==> src/rtl/seq_ctrl_pkg.sv <==
// Shared codes for the seq_ctrl sequencer: state encoding, mode select values
// and the y next-value select codes understood by the datapath.
package seq_ctrl_pkg;

    typedef enum logic [3:0] {
        ST_IDLE   = 4'd0,
        ST_L_INIT = 4'd1,
        ST_L_WAIT = 4'd2,
        ST_L_STEP = 4'd3,
        ST_L_DONE = 4'd4,
        ST_CNT    = 4'd5,
        ST_U_LOAD = 4'd6,
        ST_U_SEL  = 4'd7,
        ST_U_CLR  = 4'd8
    } state_e;

    localparam logic [1:0] MODE_OFF    = 2'd0;
    localparam logic [1:0] MODE_LIST   = 2'd1;
    localparam logic [1:0] MODE_COUNT  = 2'd2;
    localparam logic [1:0] MODE_UPDATE = 2'd3;

    localparam logic [1:0] YSEL_NONE = 2'd0;
    localparam logic [1:0] YSEL_INC  = 2'd1;
    localparam logic [1:0] YSEL_NORM = 2'd2;

endpackage

==> src/rtl/seq_ctrl_dwell_timer.sv <==
// Loadable down-counter pacing the LIST dwell; expire flags the last dwell cycle.
module dwell_timer #(
    parameter int TW = 3
) (
    input  logic          clk,
    input  logic          rst_n,
    input  logic          load,
    input  logic [TW-1:0] load_val,
    output logic          expire
);

    logic [TW-1:0] count_q;
    logic [TW-1:0] count_d;

    // Next count: load wins, otherwise count down and park at zero.
    always_comb begin
        count_d = count_q;
        if (load) begin
            count_d = load_val;
        end else if (count_q != {TW{1'b0}}) begin
            count_d = count_q - TW'(1);
        end else begin
            count_d = count_q;
        end
    end

    // Counter register.
    always_ff @(posedge clk or negedge rst_n) begin
        if (!rst_n) begin
            count_q <= {TW{1'b0}};
        end else begin
            count_q <= count_d;
        end
    end

    assign expire = (count_q == TW'(1));

endmodule

==> src/rtl/seq_ctrl.sv <==
// Moore sequencer driving the s accumulator and y register through the LIST,
// COUNT and UPDATE operations, with busy/done status and one-shot UPDATE.
module seq_ctrl
    import seq_ctrl_pkg::*;
#(
    parameter int SW        = 4,
    parameter int TW        = 3,
    parameter int LIST_LEN  = 4,
    parameter int LIST_STEP = 2,
    parameter int DWELL     = 2
) (
    input  logic          clk,
    input  logic          rst_n,
    input  logic [1:0]    mode,
    input  logic          start,
    input  logic          y_inc,
    output logic [3:0]    state_o,
    output logic          active,
    output logic          busy,
    output logic          done,
    output logic          s_en,
    output logic          s_zero,
    output logic          s_add,
    output logic [SW-1:0] s_step,
    output logic          y_en,
    output logic          y_store_x,
    output logic [1:0]    y_sel
);

    if (LIST_STEP * (LIST_LEN - 1) >= 2**SW) begin : g_bad_sw
        $error("seq_ctrl: LIST_STEP*(LIST_LEN-1) does not fit in SW bits");
    end
    if (DWELL >= 2**TW) begin : g_bad_tw
        $error("seq_ctrl: DWELL does not fit in TW bits");
    end
    if (LIST_LEN < 2 || LIST_LEN > 16) begin : g_bad_len
        $error("seq_ctrl: LIST_LEN must be 2..16");
    end

    localparam logic [SW-1:0] INIT_VAL  = SW'(LIST_STEP * (LIST_LEN - 1));
    localparam logic [SW-1:0] STEP_VAL  = SW'(LIST_STEP);
    localparam logic [TW-1:0] DWELL_VAL = TW'(DWELL);
    localparam logic [3:0]    IDX_INIT  = 4'(LIST_LEN - 1);

    state_e        state_q, state_d;
    logic [3:0]    idx_q, idx_d;
    logic          armed_q, armed_d;
    logic          tmr_expire;
    logic          active_q, busy_q, done_q, s_en_q, s_zero_q, s_add_q;
    logic          y_en_q, y_store_x_q;
    logic [1:0]    y_sel_q;
    logic [SW-1:0] s_step_q;
    logic          active_d, busy_d, done_d, s_en_d, s_zero_d, s_add_d;
    logic          y_en_d, y_store_x_d;
    logic [1:0]    y_sel_d;
    logic [SW-1:0] s_step_d;

    dwell_timer #(.TW(TW)) u_timer (
        .clk      (clk),
        .rst_n    (rst_n),
        .load     ((state_q == ST_L_INIT) || (state_q == ST_L_STEP)),
        .load_val (DWELL_VAL),
        .expire   (tmr_expire)
    );

    // Next-state, step index and UPDATE arming.
    always_comb begin
        state_d = state_q;
        idx_d   = idx_q;
        case (state_q)
            ST_IDLE: begin
                if (mode == MODE_LIST && start) begin
                    state_d = ST_L_INIT;
                end else if (mode == MODE_COUNT && start) begin
                    state_d = ST_CNT;
                end else if (mode == MODE_UPDATE && armed_q) begin
                    state_d = ST_U_LOAD;
                end else begin
                    state_d = ST_IDLE;
                end
            end
            ST_L_INIT: begin
                idx_d   = IDX_INIT;
                state_d = (DWELL == 0) ? ST_L_STEP : ST_L_WAIT;
            end
            ST_L_WAIT: begin
                if (tmr_expire) begin
                    state_d = (idx_q != 4'd0) ? ST_L_STEP : ST_L_DONE;
                end else begin
                    state_d = ST_L_WAIT;
                end
            end
            ST_L_STEP: begin
                idx_d = idx_q - 4'd1;
                // Without a dwell the index check has to look one step ahead.
                if (DWELL != 0) begin
                    state_d = ST_L_WAIT;
                end else if (idx_q != 4'd1) begin
                    state_d = ST_L_STEP;
                end else begin
                    state_d = ST_L_DONE;
                end
            end
            ST_L_DONE: state_d = ST_IDLE;
            ST_CNT: begin
                if (!start || mode != MODE_COUNT) begin
                    state_d = ST_IDLE;
                end else begin
                    state_d = ST_CNT;
                end
            end
            ST_U_LOAD: state_d = ST_U_SEL;
            ST_U_SEL:  state_d = ST_U_CLR;
            ST_U_CLR:  state_d = ST_IDLE;
            default:   state_d = ST_IDLE;
        endcase

        if (mode != MODE_UPDATE) begin
            armed_d = 1'b1;
        end else if (state_q == ST_IDLE && state_d == ST_U_LOAD) begin
            armed_d = 1'b0;
        end else begin
            armed_d = armed_q;
        end
    end

    // Output decode of the upcoming state so the outputs can be registered.
    always_comb begin
        active_d    = (state_d == ST_L_INIT) || (state_d == ST_L_WAIT) ||
                      (state_d == ST_L_STEP) || (state_d == ST_L_DONE);
        busy_d      = (state_d != ST_IDLE);
        done_d      = 1'b0;
        s_en_d      = 1'b0;
        s_zero_d    = 1'b0;
        s_add_d     = 1'b0;
        s_step_d    = {SW{1'b0}};
        y_en_d      = 1'b0;
        y_store_x_d = 1'b0;
        y_sel_d     = YSEL_NONE;
        case (state_d)
            ST_L_INIT: begin
                s_en_d = 1'b1; s_zero_d = 1'b1; s_step_d = INIT_VAL;
            end
            ST_L_STEP: begin
                s_en_d = 1'b1; s_step_d = STEP_VAL;
            end
            ST_L_DONE: begin
                s_en_d = 1'b1; s_zero_d = 1'b1; s_step_d = INIT_VAL; done_d = 1'b1;
            end
            ST_CNT: begin
                s_en_d = 1'b1; s_add_d = 1'b1; s_step_d = SW'(1); y_sel_d = YSEL_INC;
            end
            ST_U_LOAD: begin
                y_en_d = 1'b1; y_store_x_d = 1'b1;
            end
            ST_U_SEL: begin
                y_en_d = 1'b1; y_sel_d = YSEL_NORM;
            end
            ST_U_CLR: begin
                s_en_d = 1'b1; s_zero_d = 1'b1; done_d = 1'b1;
            end
            default: begin
                s_en_d = 1'b0;
            end
        endcase
    end

    // FSM state, counters and registered outputs.
    always_ff @(posedge clk or negedge rst_n) begin
        if (!rst_n) begin
            state_q     <= ST_IDLE;
            idx_q       <= 4'd0;
            armed_q     <= 1'b1;
            active_q    <= 1'b0;
            busy_q      <= 1'b0;
            done_q      <= 1'b0;
            s_en_q      <= 1'b0;
            s_zero_q    <= 1'b0;
            s_add_q     <= 1'b0;
            s_step_q    <= {SW{1'b0}};
            y_en_q      <= 1'b0;
            y_store_x_q <= 1'b0;
            y_sel_q     <= YSEL_NONE;
        end else begin
            state_q     <= state_d;
            idx_q       <= idx_d;
            armed_q     <= armed_d;
            active_q    <= active_d;
            busy_q      <= busy_d;
            done_q      <= done_d;
            s_en_q      <= s_en_d;
            s_zero_q    <= s_zero_d;
            s_add_q     <= s_add_d;
            s_step_q    <= s_step_d;
            y_en_q      <= y_en_d;
            y_store_x_q <= y_store_x_d;
            y_sel_q     <= y_sel_d;
        end
    end

    assign state_o   = state_q;
    assign active    = active_q;
    assign busy      = busy_q;
    assign done      = done_q;
    assign s_en      = s_en_q;
    assign s_zero    = s_zero_q;
    assign s_add     = s_add_q;
    assign s_step    = s_step_q;
    // The carry into y is the one path that must follow y_inc within the cycle.
    assign y_en      = y_en_q | ((state_q == ST_CNT) & y_inc);
    assign y_store_x = y_store_x_q;
    assign y_sel     = y_sel_q;

endmodule

==> config.mk <==
export PLATFORM = sky130hd
export DESIGN_NAME = seq_ctrl
export DESIGN_NICKNAME = d
export VERILOG_FILES = /design/src/rtl/seq_ctrl_pkg.sv /design/src/rtl/seq_ctrl_dwell_timer.sv /design/src/rtl/seq_ctrl.sv
export SDC_FILE = /design/constraint.sdc
export NUM_CORES = 1
export LEC_CHECK = 0
export CAP_MARGIN = 20
export CELL_PAD_IN_SITES_DETAIL_PLACEMENT = 0
export CELL_PAD_IN_SITES_GLOBAL_PLACEMENT = 1
export CORE_UTILIZATION = 38
export DETAILED_ROUTE_END_ITERATION = 16
export PLACE_DENSITY_LB_ADDON = 0.1
export SYNTH_ARGS = -nofsm -noshare
export SYNTH_HDL_FRONTEND = slang
export SYNTH_HIERARCHICAL = 1
export SYNTH_SLANG_ARGS = --single-unit
==> constraint.sdc <==
create_clock -name clk -period 2.5 [get_ports clk]
set_input_delay 0.5 -clock clk [delete_from_list [all_inputs] [get_ports clk]]
set_output_delay 0.5 -clock clk [all_outputs]
set_load 0.03 [all_outputs]
After elaboration in Yosys (flattened, before gate mapping)

Index checks and enable logic that the tools add are counted.

Bitwise gates (word level): 2
Equal/unequal tests: 20
Mux-type cells: 20
$add $sub $neg: 2
Reduce and logical (&&, ||, !) cells: 23

Operator list:

| operator                                                            | count |
|---|---|
| 4-bit by 3-bit == test with 1-bit output (second input constant)    | 7 |
| 3-bit two-way mux                                                   | 8 |
| 4-bit one-hot mux with 6 select lines                               | 1 |
| 4-bit by 2-bit == test with 1-bit output (second input constant)    | 4 |
| 3-bit one-hot mux with 3 select lines                               | 1 |
| 4-bit by 1-bit == test with 1-bit output (second input constant)    | 2 |
| 1-bit two-way mux                                                   | 8 |
| 4-bit one-hot mux with 2 select lines                               | 1 |
| 4-bit nonzero test                                                  | 2 |
| 2-bit OR reduction                                                  | 4 |
| 2-bit nonzero test                                                  | 3 |
| 1-bit logical OR                                                    | 5 |
| 5-bit OR reduction                                                  | 1 |
| 2-bit == test (second input constant)                               | 2 |
| 4-bit == test (second input constant)                               | 1 |
| 1-bit logical AND                                                   | 4 |
| 4-bit zero test                                                     | 1 |
| 2-bit != test (second input constant)                               | 2 |
| 2-bit one-hot mux with 2 select lines                               | 1 |
| 4-bit by 1-bit subtractor with 4-bit output (second input constant) | 1 |
| 3-bit by 1-bit == test with 1-bit output (second input constant)    | 1 |
| 3-bit nonzero test                                                  | 1 |
| 3-bit OR reduction                                                  | 1 |
| 3-bit by 1-bit subtractor with 3-bit output (second input constant) | 1 |
| 4 further kinds                                                     | 4 |

Register bits: 26
Output and inout bits: 18
Logic and storage cells: 81
Input bits: 6

Depth between registers and ports, before layout

Depth in word-level cells: 10
Depth in mapped cells: 8
Depth with buffers taken out: 8

Hierarchy

The synthesis kept the hierarchy.

By module, submodules not included:

| module      | cells each | seq. area each (um2) | area each (um2) | instances |
|---|---|---|---|---|
| seq_ctrl    | 90         | 501.7                | 934.6           | 1 |
| dwell_timer | 22         | 75.1                 | 219.0           | 1 |

Least setup slack after synthesis

OpenSTA, ideal clock, no wires.

Kind: register to register
Start: register state_q[0], in the netlist state_o[0]
End: register y_sel_q[0], in the netlist y_sel[0]
Clock period less this slack: 1.973 ns
Data arrival time: 1.904 ns
Setup slack: 0.527 ns
Stages on the path, launching flop included: 7
Library setup time: 0.069 ns
Data required time: 2.431 ns
Path buffers: 1
Path through: dfrtp_1 buf_6 or4_4 or3b_4 o21a_4 o21a_1 nor2_2

Word-level cells in the longest chain between the ends: 5
Elaborated cells on any way between the ends: 12
Classes of those cells: 8 x eq/ne; 2 x mux; 2 x reduce/logical

RTL lines:

| what                                                                                                        | line            | text |
|---|---|---|
| start, declared                                                                                             | seq_ctrl.sv:45  | `state_e state_q, state_d;` |
| start signal, assigned                                                                                      | seq_ctrl.sv:185 | `state_q <= state_d;` |
| 4-bit by 1-bit == test with 1-bit output / 4-bit by 2-bit == test with 1-bit output (equally long branches) | seq_ctrl.sv:70  | `case (state_q)` |
| 2-bit OR reduction (no line)                                                                                | --              |  |
| 4-bit one-hot mux with 6 select lines (*)                                                                   | seq_ctrl.sv:70  |  |
| 4-bit by 3-bit == test with 1-bit output                                                                    | seq_ctrl.sv:140 | `case (state_d)` |
| 2-bit one-hot mux with 2 select lines (*)                                                                   | seq_ctrl.sv:140 |  |
| end signal, assigned                                                                                        | seq_ctrl.sv:197 | `y_sel_q <= y_sel_d;` |
| end, declared                                                                                               | seq_ctrl.sv:51  | `logic [1:0] y_sel_q;` |

Every way passes the cells marked *; elsewhere a longest branch is shown, timed or not.
A chain may end at the register's enable or synchronous reset.

Worst setup path in the final report

Start: register state_q[0], in the netlist state_o[0]
End: output port state_o[0]

RTL lines:

| what          | line           | text |
|---|---|---|
| end, declared | seq_ctrl.sv:17 | `output logic [3:0] state_o,` |

No word-level cell between the ends.

==> impl_results.md <==
* DRC viols at 3
* Crit Path Category: reg -> out
* Synth warnings at 6
* Via count at ~860
* Failing checks: DRC
* CP delay by family, top: buffers and inverters
* CP Cell Sequence: clkdlybuf4s50_1
* Number of I/O pins at 24
* Hold Buf Count CTS at 0
* Met1 usage at a little over a fifth
* Final Wtd Congestion at slightly below 0.8
* Asr flop ratio synth at 100%
* Non-Filler Instances at approximately 170
* CTS tree: yes
* # Post-CTS Setup Buffers at 0
* Seq cells post-synth at 23
* Primary FF master, synth: dfrtp_1
* EDFF count, synth at 0
* Largest net degree at the start of global routing at 24
* Register area at ~580 sq um
* Register area share after synthesis at between 50% and 60%
* Status: finished, violations left
* DRT iter0 DRCs at 14
* Final cycle utilization of the critical path at a little over four fifths
* I/O Buffers at 22
* LEAKAGE at ~0.69 nW
* Hold_ws at 0.512 ns
* Clock Latency Late Sink at 0.31 ns
* PD cells at about 1200 mW/mm^2
* Crit-path max cell delay at approximately 0.73 ns
* Slowest CP cell: clkdlybuf4s50_1
* Area delta synth->final at 24.3%
* ANT nets after route at 0
* Core Footprint at 0.00281 sq mm
* H-Tree Depth at 1
* Die Ht at 57.1 um
* First-pass DRT Iterations at 11
* Multi-input gate area at between 500 and 600 sq um
* Unrepaired setup endpoints after global routing: false
* Setup violations, final at 0
* Std-Cell Rows at 19
* Hold Fails Final Rpt at 0
* Clock Tree Buf Depth at 2
* Nets@finish at between 100 and 150
* Global routing usage on met3 at 4.54%
* Max Clk Rate at ~480 MHz
* Antenna cells at 0
* Pins Over Slew Limit at 0
* First-pass GRT wire length at about 3900 um
* Initial antenna violation count at 0
* Vias in the first global route at 830
* Crit path DAT at about 1.6 ns
* HP Class: reg -> reg
* CTS Sinks at 23
* CP Max Fanout at 10
* Commonest non-fill, non-tap cells in the layout: 22 x dfrtp_1, 21 x clkdlybuf4s50_1, 12 x nand2_1
* Clk slew on worst S/H paths at between 0.1 and 0.15 ns
* HPWL Detailed at ~1700 um
* CP bufs+invs at 1
* CTS Root Buffer Type: clkbuf_4
* Clock skew at 0.0107 ns
* Cell total after placement at roughly 170
* Gr busiest metal: met2
* Startpoint types: flop
* Setup_tns at 0 ns
* GRT Total Usage at between 10% and 20%
* Maximum vdd drop at 0.481 mV
* Die X at about 57 um
* Total CTS buffers at 3
* Cell count after synthesis at about 110
* Max-cap violation count at 0
* Critical Path RT at approximately 2.0 ns
* GRT overflow at 0
* Synth Cell Area at 0.00115 sq mm
* Type of element capturing the critical path: output pin
* Fraction of layout cells with a size suffix above 1 at between 10% and 20%
* Most common cell after layout, fill and taps aside: dfrtp_1
* # fillers at ~260
* Die ar. at about 0.0033 sq mm
* Cell variety after synth at 38
* DRT Wirelength at around 2200 um
* Post-CTS Resized at 0
* Average wire per standard cell at about 13 um
* Drt via density at between 5 and 6
* Syn_area_per_cell at between 10 and 15 sq um
* Total power at approximately 1.7 mW
* Post-layout minimum cycle time at 2.10 ns
* GRT met2 Usage at around a quarter
* Initial Util at approximately 41%
==> metal layers <==
metal	wire (um)	share of wire, %
met5	0	0
met4	17	0.76
met3	78	3.5
met2	1050	47
met1	1100	49
==> layout make-up <==
| class | instances | share of cell area, % |
|---|---|---|
| multi-input cells | 78 | 36.2 |
| clock buffers | 3 | 1.57 |
| clock inverters | 1 | 0.349 |
| inverters | 9 | 2.36 |
| flip-flops and latches | 23 | 40.2 |
| well taps | 31 | 2.71 |
| repair buffers | 24 | 16.6 |
==> metrics by stage <==
step / instance area, sq um / util, % / worst slack, ns
after floorplan: 1160 / - / 0.527
after global placement: 1400 / 50.0 / 0.170
after detailed placement: 1400 / 50.0 / 0.191
after CTS: 1430 / 50.9 / 0.0257
after global routing: 1430 / 51.1 / 0.302
final: 1430 / 51.1 / 0.400
==> Yosys cell counts, drive strengths merged (3+ instances only) <==
cell type	n	area share [%]
a31oi	4	2.2
buf	4	2.9
dfrtp	22	48
ha	4	4.3
inv	9	2.9
nand2	12	3.9
nand2b	3	1.6
nand3	4	1.7
nor2	7	2.5
nor2b	6	3.9
nor3b	3	2.0
o21ai	9	4.2
==> report_power, final <==
part	switching, mW	leakage [nW]	internal, mW
sequential	0.102	0.291	0.506
clock	0.117	0.0177	0.0598
combinational	0.500	0.384	0.396
==> worst paths after layout <==
path | startpoint | endpoint | slack [ns] | depth (start not counted)
worst max-delay path | state_o[0]$_DFF_PN0_ | state_o[0] | 0.40 | 1
worst min-delay path | armed_q$_DFFE_PN1P_ | armed_q$_DFFE_PN1P_ | 0.51 | 2
worst max register to register | idx_q[0]$_DFFE_PN0P_ | s_step[1]$_DFF_PN0_ | 0.54 | 8
worst min register to register | armed_q$_DFFE_PN1P_ | armed_q$_DFFE_PN1P_ | 0.51 | 2
max in group asynchronous | rst_n | armed_q$_DFFE_PN1P_ | 1.71 | 2
min in group asynchronous | rst_n | y_sel[1]$_DFF_PN0_ | 0.52 | 2
==> registers in the layout, summed over array words and instances, names as in the netlist <==
name / flops
idx_q: 4
active: 1
armed_q: 1
y_store_x: 1
done: 1
s_en: 1
u_timer/count_q: 3
s_step: 2
y_en_q: 1
state_o: 4
s_zero: 1
busy: 1
y_sel: 2
==> cell families after synthesis <==
family / Yosys count / share of synthesized area, %
buf+inv: 13 / 5.86
simple gates: 45 / 23.1
fa+ha+maj: 4 / 4.34
other cells: 2 / 0.651
xor+xnor: 1 / 0.759
mux: 2 / 1.74
flops: 23 / 50.0
compound gates: 22 / 13.6
(Power assumes the default switching activity.)
